==> src/rtl/rv_boot_pkg.sv <==
// Shared definitions for the boot-time program loader: FSM encoding and stream framing constants.
package rv_boot_pkg;

    typedef enum logic [2:0] {
        StIdle,
        StHdr,
        StLoad,
        StChk,
        StRun,
        StErr
    } state_e;

    localparam int unsigned BytesPerWord    = 4;
    localparam int unsigned DefaultCntWidth = 16;

    function automatic int unsigned hdr_bytes(input int unsigned cnt_width);
        return cnt_width / 8;
    endfunction

endpackage

==> src/rtl/byte_assembler.sv <==
// Shifts little-endian bytes into a word and pulses word_valid_o on the last byte of each group.
module byte_assembler
    import rv_boot_pkg::*;
(
    input  logic        clk_i,
    input  logic        rst_ni,
    input  logic        clear_i,
    input  logic        byte_valid_i,
    input  logic [7:0]  byte_i,
    input  logic [2:0]  nbytes_i,
    output logic [31:0] word_o,
    output logic        word_valid_o
);

    logic [2:0]  cnt_q, cnt_d;
    logic [31:0] word_q, word_d;
    logic [31:0] shifted;
    logic [5:0]  align;
    logic        last;

    always_comb begin
        shifted = {byte_i, word_q[31:8]};
        // Right-align short groups (e.g. a 2-byte header) so the value sits in the low bits.
        align   = {3'(3'(BytesPerWord) - nbytes_i), 3'b000};
        word_o  = shifted >> align;
        last    = (cnt_q == nbytes_i - 3'd1);
        word_valid_o = byte_valid_i && last && !clear_i;

        cnt_d  = cnt_q;
        word_d = word_q;
        if (clear_i) begin
            cnt_d  = 3'd0;
            word_d = 32'd0;
        end else if (byte_valid_i) begin
            word_d = shifted;
            cnt_d  = last ? 3'd0 : cnt_q + 3'd1;
        end
    end

    always_ff @(posedge clk_i or negedge rst_ni) begin
        if (!rst_ni) begin
            cnt_q  <= 3'd0;
            word_q <= 32'd0;
        end else begin
            cnt_q  <= cnt_d;
            word_q <= word_d;
        end
    end

endmodule

==> src/rtl/prog_loader.sv <==
// Boot loader: assembles a framed byte stream into instruction memory, verifies the XOR
// checksum and only then releases the core's active-low reset.
module prog_loader
    import rv_boot_pkg::*;
#(
    parameter int unsigned ADDR_WIDTH = 10,
    parameter int unsigned CNT_WIDTH  = DefaultCntWidth
) (
    input  logic                  clk_i,
    input  logic                  rst_ni,
    input  logic                  start_i,
    input  logic                  s_valid_i,
    input  logic [7:0]            s_data_i,
    output logic                  s_ready_o,
    output logic                  imem_we_o,
    output logic [ADDR_WIDTH-1:0] imem_addr_o,
    output logic [31:0]           imem_wdata_o,
    output logic                  core_rst_o,
    output logic                  busy_o,
    output logic                  done_o,
    output logic                  err_o
);

    localparam logic [CNT_WIDTH:0] MaxWords  = (CNT_WIDTH + 1)'(1) << ADDR_WIDTH;
    localparam logic [2:0]         HdrNbytes = 3'(hdr_bytes(CNT_WIDTH));
    localparam logic [2:0]         WordBytes = 3'(BytesPerWord);

    state_e state_q, state_d;

    logic [CNT_WIDTH-1:0]  count_q, count_d;
    logic [CNT_WIDTH-1:0]  idx_q, idx_d;
    logic [7:0]            csum_q, csum_d;
    logic                  we_q, we_d;
    logic [ADDR_WIDTH-1:0] addr_q, addr_d;
    logic [31:0]           wdata_q, wdata_d;
    logic                  core_rst_q;

    logic                  xfer;
    logic                  restart;
    logic                  asm_valid;
    logic [2:0]            asm_nbytes;
    logic [31:0]           asm_word;
    logic                  word_valid;
    logic [CNT_WIDTH-1:0]  hdr_count;
    logic                  last_word;

    assign xfer       = s_valid_i && s_ready_o;
    assign restart    = start_i && (state_q inside {StIdle, StRun, StErr});
    assign asm_valid  = xfer && (state_q inside {StHdr, StLoad});
    assign asm_nbytes = (state_q == StHdr) ? HdrNbytes : WordBytes;
    assign hdr_count  = asm_word[CNT_WIDTH-1:0];
    assign last_word  = ((idx_q + CNT_WIDTH'(1)) == count_q);

    byte_assembler u_byte_assembler (
        .clk_i        (clk_i),
        .rst_ni       (rst_ni),
        .clear_i      (restart),
        .byte_valid_i (asm_valid),
        .byte_i       (s_data_i),
        .nbytes_i     (asm_nbytes),
        .word_o       (asm_word),
        .word_valid_o (word_valid)
    );

    // State register
    always_ff @(posedge clk_i or negedge rst_ni) begin
        if (!rst_ni) begin
            state_q    <= StIdle;
            core_rst_q <= 1'b0;
        end else begin
            state_q    <= state_d;
            core_rst_q <= (state_d == StRun);
        end
    end

    // Next-state logic
    always_comb begin
        state_d = state_q;
        unique case (state_q)
            StIdle, StRun, StErr: begin
                if (start_i) state_d = StHdr;
            end
            StHdr: begin
                if (word_valid) begin
                    if ({1'b0, hdr_count} > MaxWords) state_d = StErr;
                    else if (hdr_count == '0)         state_d = StChk;
                    else                              state_d = StLoad;
                end
            end
            StLoad: begin
                if (word_valid && last_word) state_d = StChk;
            end
            StChk: begin
                if (xfer) state_d = (s_data_i == csum_q) ? StRun : StErr;
            end
            default: state_d = StIdle;
        endcase
    end

    // Outputs
    always_comb begin
        s_ready_o  = state_q inside {StHdr, StLoad, StChk};
        busy_o     = state_q inside {StHdr, StLoad, StChk};
        done_o     = (state_q == StRun);
        err_o      = (state_q == StErr);
        core_rst_o = core_rst_q;
    end

    always_comb begin
        count_d = count_q;
        idx_d   = idx_q;
        csum_d  = csum_q;
        we_d    = 1'b0;
        addr_d  = addr_q;
        wdata_d = wdata_q;
        if (restart) begin
            count_d = '0;
            idx_d   = '0;
            csum_d  = 8'd0;
        end else begin
            if (asm_valid) csum_d = csum_q ^ s_data_i;
            if (state_q == StHdr && word_valid) count_d = hdr_count;
            // Write lands the cycle after the 4th byte; may overlap the first CHK cycle.
            if (state_q == StLoad && word_valid) begin
                we_d    = 1'b1;
                addr_d  = idx_q[ADDR_WIDTH-1:0];
                wdata_d = asm_word;
                idx_d   = idx_q + CNT_WIDTH'(1);
            end
        end
    end

    always_ff @(posedge clk_i or negedge rst_ni) begin
        if (!rst_ni) begin
            count_q <= '0;
            idx_q   <= '0;
            csum_q  <= 8'd0;
            we_q    <= 1'b0;
            addr_q  <= '0;
            wdata_q <= 32'd0;
        end else begin
            count_q <= count_d;
            idx_q   <= idx_d;
            csum_q  <= csum_d;
            we_q    <= we_d;
            addr_q  <= addr_d;
            wdata_q <= wdata_d;
        end
    end

    assign imem_we_o    = we_q;
    assign imem_addr_o  = addr_q;
    assign imem_wdata_o = wdata_q;

endmodule

==> config.mk <==
export PLATFORM = sky130hd
export DESIGN_NAME = prog_loader
export DESIGN_NICKNAME = d
export VERILOG_FILES = /design/src/rtl/rv_boot_pkg.sv /design/src/rtl/byte_assembler.sv /design/src/rtl/prog_loader.sv
export SDC_FILE = /design/constraint.sdc
export NUM_CORES = 1
export LEC_CHECK = 0
export CAP_MARGIN = 20
export CELL_PAD_IN_SITES_DETAIL_PLACEMENT = 1
export CELL_PAD_IN_SITES_GLOBAL_PLACEMENT = 1
export CORE_ASPECT_RATIO = 1.75
export CORE_MARGIN = 5
export CORE_UTILIZATION = 47
export DETAILED_ROUTE_END_ITERATION = 12
export PLACE_DENSITY_LB_ADDON = 0.2
export SYNTH_ARGS = -nofsm -noshare
export SYNTH_HDL_FRONTEND = slang
export SYNTH_HIERARCHICAL = 1
export SYNTH_SLANG_ARGS = --single-unit
==> constraint.sdc <==
create_clock -name clk_i -period 4.9 [get_ports clk_i]
set_input_delay 1.225 -clock clk_i [delete_from_list [all_inputs] [get_ports clk_i]]
set_output_delay 1.225 -clock clk_i [all_outputs]
set_load 0.1 [all_outputs]
==> flow_summary.rst, run 1 <==
.. list-table::
   :header-rows: 1

   * - Metric
     - Value
   * - Outcome
     - finished, final reports clean
   * - Count of final hold-check violations
     - 0
   * - RSZ-0062 raised after global routing
     - no
   * - Quantity of I/O buffers inserted on ports
     - 59
   * - Buffer cell driving the clock tree root
     - sky130_fd_sc_hd__clkbuf_16
   * - Leakage Power
     - ~0.0035 uW
   * - Worst min-delay path startpoint
     - imem_addr_o[2]$_DFFE_PN0P_
   * - Cell family with most CP delay
     - simple AND/OR/NAND/NOR gates
   * - Number of rows created at floorplan
     - 55
   * - Commonest non-fill, non-tap cell in the layout
     - sky130_fd_sc_hd__nand2_1
   * - Final count of pins violating max slew
     - 0
   * - CP bufs+invs
     - 4
   * - Drt total wl
     - 19800 um
   * - Setup WS post-layout
     - roughly 0.53 ns
   * - Crit path arrival time
     - 4.63 ns
   * - Kind of end point of the critical path
     - flop
   * - Internal Power
     - 2550 uW
   * - # clock sinks
     - 114
   * - Overall power after layout
     - 4360 uW
   * - Number of enable flip-flop cells after synthesis
     - 0
   * - Reg-to-reg endpoint
     - idx_q[2]$_DFFE_PN0P_
   * - Power density relative to cell area
     - 580 nW/um^2
   * - Inst Count DP
     - 913
   * - Inserted Clock Buffers
     - 17
   * - Max_slew headroom
     - 32.9%
   * - Fmax
     - 0.229 GHz
   * - Synthesized netlist cell count
     - 712
   * - Part of the power in combinational logic
     - 40.9%
   * - First-pass GRT wire length
     - 32200 um
   * - List of cells traversed by the critical path
     - nand2b_1 -> or2_1 -> inv_1 -> inv_1 -> ha_1 -> xnor2_1 -> nor2_1 -> nor4bb_1 -> nand3_2 -> inv_2 -> nor2_1 -> buf_6 -> o21ai_0 -> o21ai_0
   * - H-tree depth
     - 4
   * - Compound-cell area share of the yosys netlist
     - 11.9%
   * - Largest cells by area after synthesis
     - sky130_fd_sc_hd__dfrtp_1, sky130_fd_sc_hd__nand2_1, sky130_fd_sc_hd__mux2i_1
   * - Top FF cell, synth
     - sky130_fd_sc_hd__dfrtp_1
   * - Warning count from the yosys run
     - 6
   * - Clock skew
     - 0.00753 ns
   * - Startpoint of the worst register-to-register path
     - state_q[0]$_DFF_PN0_
   * - Setup slack after placement
     - just over 0.6 ns
   * - Post-synth ARST share
     - 100%
   * - Synthesis-to-layout area growth
     - 21.6%
   * - CTS tree
     - yes
   * - Number of hold buffers added after cts
     - 0
   * - CTS clk-pin slew, worst paths
     - ~0.06 ns
   * - Worst hold path cell count
     - 2
   * - Share of synthesized cell area in and, or, nand and nor gates
     - 24.4%
   * - Final count of negative-setup-slack endpoints
     - 0
   * - Number of global-route vias before repair
     - between 5000 and 6000
   * - Share of the synthesized netlist area taken by xor and xnor gates
     - 5.72%
   * - Number of vias in the routed layout
     - 5361
   * - Iteration count of the initial detailed-routing pass
     - 4
   * - Gp weighted congestion
     - 0.918
   * - Most frequent cells in the layout
     - sky130_fd_sc_hd__nand2_1, sky130_fd_sc_hd__dfrtp_1, sky130_fd_sc_hd__nor2_1
   * - Clock share of power
     - between 20 and 30%
   * - Grt ovf
     - 0
   * - Buffer depth of the longest clock path
     - 2
   * - Total Routing Usage GR
     - a little over a quarter
   * - Final-stage net count
     - between 700 and 800
   * - Max incr delay on CP
     - between 0.8 and 0.9 ns
   * - Largest net degree at the start of global routing
     - 60
   * - Slack of the worst reg-to-reg path
     - 0.53 ns
   * - Sequential share of power
     - 29.8%
   * - Violation count after the first detailed-routing iteration
     - around 300
   * - Peak fanout along the critical path
     - 27
   * - Number of max-cap violations
     - 0
   * - Min-Delay Endpoint
     - imem_addr_o[2]$_DFFE_PN0P_
   * - Horizontal extent of the die
     - 96.7 um
   * - Cell area after technology mapping
     - 6190 sq um
   * - Starting density of the core
     - 47.8%
   * - Cell with the biggest individual delay on the critical path
     - sky130_fd_sc_hd__ha_1
   * - Fraction of layout instances using a drive strength above 1
     - 8.90%
   * - Sw Pwr
     - ~1800 uW
   * - Post-synthesis net count
     - 727
   * - Final worst-path cycle share
     - ~90%
   * - Die area
     - 15700 sq um
   * - Final instance count without filler cells
     - 946
   * - Post-detail-place hpwl
     - 13400 um
   * - Switching part of the total power
     - ~42%
   * - Avg Cell Area, Syn
     - 8.69 sq um
   * - Register bit count reported by yosys
     - 114
   * - Final antenna-violating net count
     - 0
   * - Routed vias/inst
     - 5.67
   * - Clock latency of the later-clocked register in the worst-skew pair
     - 0.41 ns
   * - Element type at the critical path start
     - flop
   * - Die height
     - 162 um
   * - Core area
     - between 10000 and 15000 sq um
   * - Adder-cell area share of the yosys netlist
     - 0.607%
   * - Class of the most critical hold timing path
     - reg2reg
   * - Mux contribution to synthesized area
     - between 6 and 7%
   * - Register area share after synthesis
     - 46.1%
   * - Unique masters post-synth
     - 59
   * - Yosys top cell area share
     - 46.1%
   * - Required time at the endpoint of the critical path
     - 5.16 ns
   * - Dominant combinational cell family by area after synthesis
     - simple AND/OR/NAND/NOR gates
   * - Quantity of gates resized following cts
     - 0
   * - Antenna violations before repair
     - 0
   * - Time the final worst path needs with I/O delays and setup
     - 4.37 ns
   * - Depth of the worst register-to-register path
     - 14
   * - Post-route DRC
     - 0
   * - Setup repair bufs after CTS
     - 0
   * - Highest ir drop seen on vdd
     - 0.000353 V
   * - Critical path start-end classification
     - reg2reg
   * - Measured slew at the worst slew-check pin
     - between 1 and 1.5 ns
   * - Post-Route Setup TNS
     - 0 ns
   * - Antenna fix cells
     - 0
   * - Post-synthesis cell type with the largest combined area
     - sky130_fd_sc_hd__dfrtp_1
   * - Min Hold Slack
     - between 0.4 and 0.5 ns
   * - Number of top-level design ports
     - 60
   * - Post-DR wirelength/cell
     - 20.9 um
metrics by stage:
step | util, % | cell area [sq um]
2_1_floorplan | - | 6190
3_3_place_gp | 53.3 | 6900
3_5_place_dp | 53.3 | 6900
4_1_cts | 58.1 | 7510
5_1_grt | 58.1 | 7520
6_report | 58.1 | 7520
how the worst max path moves through the flow:
| stage | start | to | slack, ns | depth (start not counted) |
|---|---|---|---|---|
| floorplan | state_q[0]$_DFF_PN0_ | s_ready_o | 1.38 | 4 |
| global placement | s_valid_i | idx_q[2]$_DFFE_PN0P_ | 0.92 | 9 |
| detailed placement | state_q[0]$_DFF_PN0_ | idx_q[2]$_DFFE_PN0P_ | 0.62 | 13 |
| CTS | state_q[0]$_DFF_PN0_ | idx_q[2]$_DFFE_PN0P_ | 0.52 | 13 |
| global route | state_q[0]$_DFF_PN0_ | idx_q[2]$_DFFE_PN0P_ | 0.25 | 14 |
| finish | state_q[0]$_DFF_PN0_ | idx_q[2]$_DFFE_PN0P_ | 0.53 | 14 |
state kept, by name, summed over array words and instances, names as in the netlist:
name                     cells
count_q                     16
u_byte_assembler/cnt_q       3
state_q                      3
idx_q                       16
u_byte_assembler/word_q     24
imem_addr_o                 10
core_rst_o                   1
imem_wdata_o                32
csum_q                       8
imem_we_o                    1
layer usage:
layer  share of wire [%]  global-route usage, %  vias to the layer above  wire (um)
met5                   0                      0                        -          0
met2                  54                   48.6                      139      10700
met1                  37                   27.5                     2665       7280
met4                 5.6                   13.9                        0       1110
met3                 3.2                   4.73                       66        629
li1                    -                      -                     2491          -
synthesized netlist by cell type, types with 3 or more instances:
| library cell | count |
|---|---|
| sky130_fd_sc_hd__a211oi_1 | 16 |
| sky130_fd_sc_hd__a21oi_1 | 12 |
| sky130_fd_sc_hd__a31oi_1 | 3 |
| sky130_fd_sc_hd__and2_1 | 10 |
| sky130_fd_sc_hd__and3_1 | 3 |
| sky130_fd_sc_hd__and4_1 | 3 |
| sky130_fd_sc_hd__buf_1 | 8 |
| sky130_fd_sc_hd__buf_2 | 18 |
| sky130_fd_sc_hd__buf_4 | 6 |
| sky130_fd_sc_hd__clkbuf_1 | 14 |
| sky130_fd_sc_hd__dfrtp_1 | 114 |
| sky130_fd_sc_hd__ha_1 | 3 |
| sky130_fd_sc_hd__inv_1 | 10 |
| sky130_fd_sc_hd__mux2i_1 | 42 |
| sky130_fd_sc_hd__nand2_1 | 201 |
| sky130_fd_sc_hd__nand2b_1 | 5 |
| sky130_fd_sc_hd__nand3_1 | 15 |
| sky130_fd_sc_hd__nand3b_1 | 5 |
| sky130_fd_sc_hd__nor2_1 | 61 |
| sky130_fd_sc_hd__nor2b_1 | 8 |
| sky130_fd_sc_hd__nor3_1 | 6 |
| sky130_fd_sc_hd__nor4_1 | 4 |
| sky130_fd_sc_hd__o21ai_0 | 52 |
| sky130_fd_sc_hd__o21ai_1 | 6 |
| sky130_fd_sc_hd__o221ai_1 | 3 |
| sky130_fd_sc_hd__o22a_1 | 7 |
| sky130_fd_sc_hd__o31ai_1 | 6 |
| sky130_fd_sc_hd__xnor2_1 | 18 |
| sky130_fd_sc_hd__xor2_1 | 16 |
final cells by class:
| class | instances | area, sq um |
|---|---|---|
| flip-flops and latches | 114 | 2850 |
| clock buffers | 17 | 425 |
| clock inverters | 15 | 184 |
| multi-input cells | 539 | 3070 |
| fillers | 1534 | 5420 |
| well taps | 171 | 214 |
| repair buffers | 78 | 734 |
| inverters | 12 | 45.0 |
worst min-delay path: cells and delay by family (launching register included):
kind	cells	cell delay, ns
flops	1	0.34
simple gates	2	0.10
power by group through the flow:
stage	Combinational, uW	Sequential, uW	Clock, uW
2_1_floorplan	1170	1370	0
3_5_place_dp	1730	1300	0
5_1_grt	1920	1320	1350
6_report	1790	1300	1280
3_3_place_gp	1680	1280	0
4_1_cts	1780	1300	1300
kinds of logic after synthesis:
group           Yosys count
simple gates            339
compound gates          117
mux                      42
fa+ha+maj                 3
other cells               1
xor+xnor                 37
flops                   114
buf+inv                  59
No activity file was read; power rests on OpenSTA's default activity.
==> run 2: changes to the inputs <==
==> constraint.sdc (replaced) <==
create_clock -name clk_i -period 5.6 [get_ports clk_i]
set_input_delay 1.4 -clock clk_i [delete_from_list [all_inputs] [get_ports clk_i]]
set_output_delay 1.4 -clock clk_i [all_outputs]
set_load 0.1 [all_outputs]
==> run 2 against run 1 <==
Net effect: non-clock buffer count fell by 9; utilization fell by 0.29 points; total power shrank 13%; highest routed layer unchanged; sequential cell count stayed put; hold slack worse by 0.0017 ns; sequential share of layout area rose by 0.19 points; global-route usage decreased by 0.72 points; clock power decreased by 10%; maximum frequency is 4.1% higher; routed wire length is 3.0% lower.
==> flow_summary.rst, run 2 (synthesized netlist as in run 1, its figures left out) <==
.. list-table::
   :header-rows: 1

   * - Metric
     - Value
   * - Iteration count of the initial detailed-routing pass
     - 4
   * - Final count of pins violating max slew
     - 0
   * - Kind of end point of the critical path
     - flop
   * - Critical path start-end classification
     - reg2reg
   * - Buffer depth of the longest clock path
     - 2
   * - Crit path arrival time
     - ~4.5 ns
   * - Outcome
     - finished, final reports clean
   * - Grt ovf
     - 0
   * - Part of the power in combinational logic
     - 39.9%
   * - CTS clk-pin slew, worst paths
     - 0.06 ns
   * - Post-Route Setup TNS
     - 0 ns
   * - Starting density of the core
     - 47.8%
   * - Flip-flop count of the largest register after layout
     - 32
   * - Die height
     - 162 um
   * - Number of top-level design ports
     - 60
   * - Power density relative to cell area
     - 507 nW/um^2
   * - Switching part of the total power
     - 41.1%
   * - Die area
     - 15700 sq um
   * - Drt total wl
     - 19100 um
   * - Horizontal extent of the die
     - roughly 97 um
   * - Final-stage net count
     - around 770
   * - Total Routing Usage GR
     - 25.3%
   * - Sequential share of power
     - 29.7%
   * - Buffer cell driving the clock tree root
     - sky130_fd_sc_hd__clkbuf_16
   * - Number of rows created at floorplan
     - 55
   * - Overall power after layout
     - approximately 3800 uW
   * - Violation count after the first detailed-routing iteration
     - 243
   * - Largest net degree at the start of global routing
     - 80
   * - Post-route DRC
     - 0
   * - H-tree depth
     - 4
   * - Final worst-path cycle share
     - 75.0%
   * - Inserted Clock Buffers
     - 17
   * - Sw Pwr
     - 1560 uW
   * - Max incr delay on CP
     - about 0.60 ns
   * - CTS tree
     - yes
   * - Count of final hold-check violations
     - 0
   * - Commonest non-fill, non-tap cell in the layout
     - sky130_fd_sc_hd__nand2_1
   * - Antenna fix cells
     - 0
   * - Most frequent cells in the layout
     - sky130_fd_sc_hd__nand2_1, sky130_fd_sc_hd__dfrtp_1, sky130_fd_sc_hd__nor2_1
   * - Element type at the critical path start
     - flop
   * - Gp weighted congestion
     - roughly 0.9
   * - Final instance count without filler cells
     - between 900 and 1000
   * - Number of vias in the routed layout
     - 5366
   * - Cell with the biggest individual delay on the critical path
     - sky130_fd_sc_hd__nor4bb_1
   * - Final antenna-violating net count
     - 0
   * - Final count of negative-setup-slack endpoints
     - 0
   * - Fmax
     - 0.238 GHz
   * - Required time at the endpoint of the critical path
     - 5.88 ns
   * - Number of hold buffers added after cts
     - 0
   * - Number of max-cap violations
     - 0
   * - Highest ir drop seen on vdd
     - 0.000266 V
   * - Synthesis-to-layout area growth
     - 20.9%
   * - Core area
     - between 10000 and 15000 sq um
   * - Fraction of layout instances using a drive strength above 1
     - 7.70%
   * - Min Hold Slack
     - ~0.47 ns
   * - Post-DR wirelength/cell
     - 20.4 um
   * - Clock latency of the later-clocked register in the worst-skew pair
     - roughly 0.42 ns
   * - Number of global-route vias before repair
     - 5954
   * - Max_slew headroom
     - 32.6%
   * - # clock sinks
     - 114
   * - Clock share of power
     - between 30% and 40%
   * - List of cells traversed by the critical path
     - nand2b_1 -> or2_1 -> inv_1 -> inv_1 -> ha_1 -> buf_4 -> xnor2_1 -> nor2_1 -> nor4bb_1 -> nand3_2 -> inv_2 -> nand4_1 -> nor3_1 -> nand3_1 -> o41ai_2
   * - Time the final worst path needs with I/O delays and setup
     - 4.20 ns
   * - Quantity of I/O buffers inserted on ports
     - 59
   * - Setup WS post-layout
     - roughly 1.4 ns
   * - Inst Count DP
     - ~900
   * - Antenna violations before repair
     - 0
   * - Setup repair bufs after CTS
     - 0
   * - First-pass GRT wire length
     - 31500 um
   * - Internal Power
     - 2240 uW
   * - Clock skew
     - 0.0141 ns
   * - Setup slack after placement
     - 1.15 ns
   * - Routed vias/inst
     - between 5 and 6
   * - Post-detail-place hpwl
     - 13300 um
   * - Peak fanout along the critical path
     - 35
   * - Library cell appearing most often on the critical path
     - sky130_fd_sc_hd__inv_1
   * - Class of the most critical hold timing path
     - reg2reg
   * - Quantity of gates resized following cts
     - 0
   * - RSZ-0062 raised after global routing
     - no
   * - Leakage Power
     - 0.00348 uW
   * - Measured slew at the worst slew-check pin
     - 1.01 ns
## run 2: cell count changes in the layout (fill, tap and decap cells not counted), sizes merged
| cell | delta |
|---|---|
| buf | -9 |
| bufinv | +1 |
| clkbuf | +2 |
| clkinv | -2 |
| inv | -1 |
## run 2: layout make-up
cell class / count / area (sq um)
Fill cell: 1564 / 5450
Timing Repair Buffer: 69 / 679
Clock inverter: 13 / 184
Sequential cell: 114 / 2850
Clock buffer: 19 / 443
Inverter: 12 / 45.0
Multi-Input combinational cell: 539 / 3070
Tap cell: 171 / 214
## run 2: power groups by stage
stage / combinational [uW] / sequential, uW / clock (uW)
after floorplan: 1020 / 1200 / 0
final: 1520 / 1130 / 1150
after CTS: 1510 / 1130 / 1160
after global placement: 1420 / 1120 / 0
after global routing: 1640 / 1150 / 1210
after detailed placement: 1480 / 1140 / 0
## run 2: metal layers
layer	vias up	global-route usage [%]	share of wire (%)
li1	2470	-	-
met1	2712	26.2	36
met2	129	47.6	56
met3	55	4.64	3.0
met4	0	13.9	5.1
met5	-	0	0
## run 2: worst max-delay path: cells and delay by family, from the launching register on
| family | cells | cell delay, ns |
|---|---|---|
| adder cells (fa/ha/maj) | 1 | 0.27 |
| AND/OR/NAND/NOR | 8 | 1.98 |
| buffers and inverters | 4 | 0.83 |
| XOR/XNOR | 1 | 0.16 |
| AO/OA/AOI/OAI | 1 | 0.30 |
| flip-flops | 1 | 0.53 |
## run 2: final timing paths
kind	start	end	slack (ns)	cells past startpoint
setup / recovery	state_q[0]$_DFF_PN0_	state_q[0]$_DFF_PN0_	1.40	15
hold / removal	imem_addr_o[7]$_DFFE_PN0P_	imem_addr_o[7]$_DFFE_PN0P_	0.47	2
setup reg to reg	state_q[0]$_DFF_PN0_	state_q[0]$_DFF_PN0_	1.40	15
hold reg to reg	imem_addr_o[7]$_DFFE_PN0P_	imem_addr_o[7]$_DFFE_PN0P_	0.47	2
max in group asynchronous	rst_ni	u_byte_assembler/word_q[30]$_DFFE_PN0P_	3.51	3
min in group asynchronous	rst_ni	idx_q[15]$_DFFE_PN0P_	0.94	1
## run 2: per-stage QoR
step                      instance area [sq um]  utilization, %
after floorplan                            6190               -
after global placement                     6830            52.8
after detailed placement                   6830            52.8
after CTS                                  7450            57.6
after global routing                       7480            57.9
final                                      7480            57.9
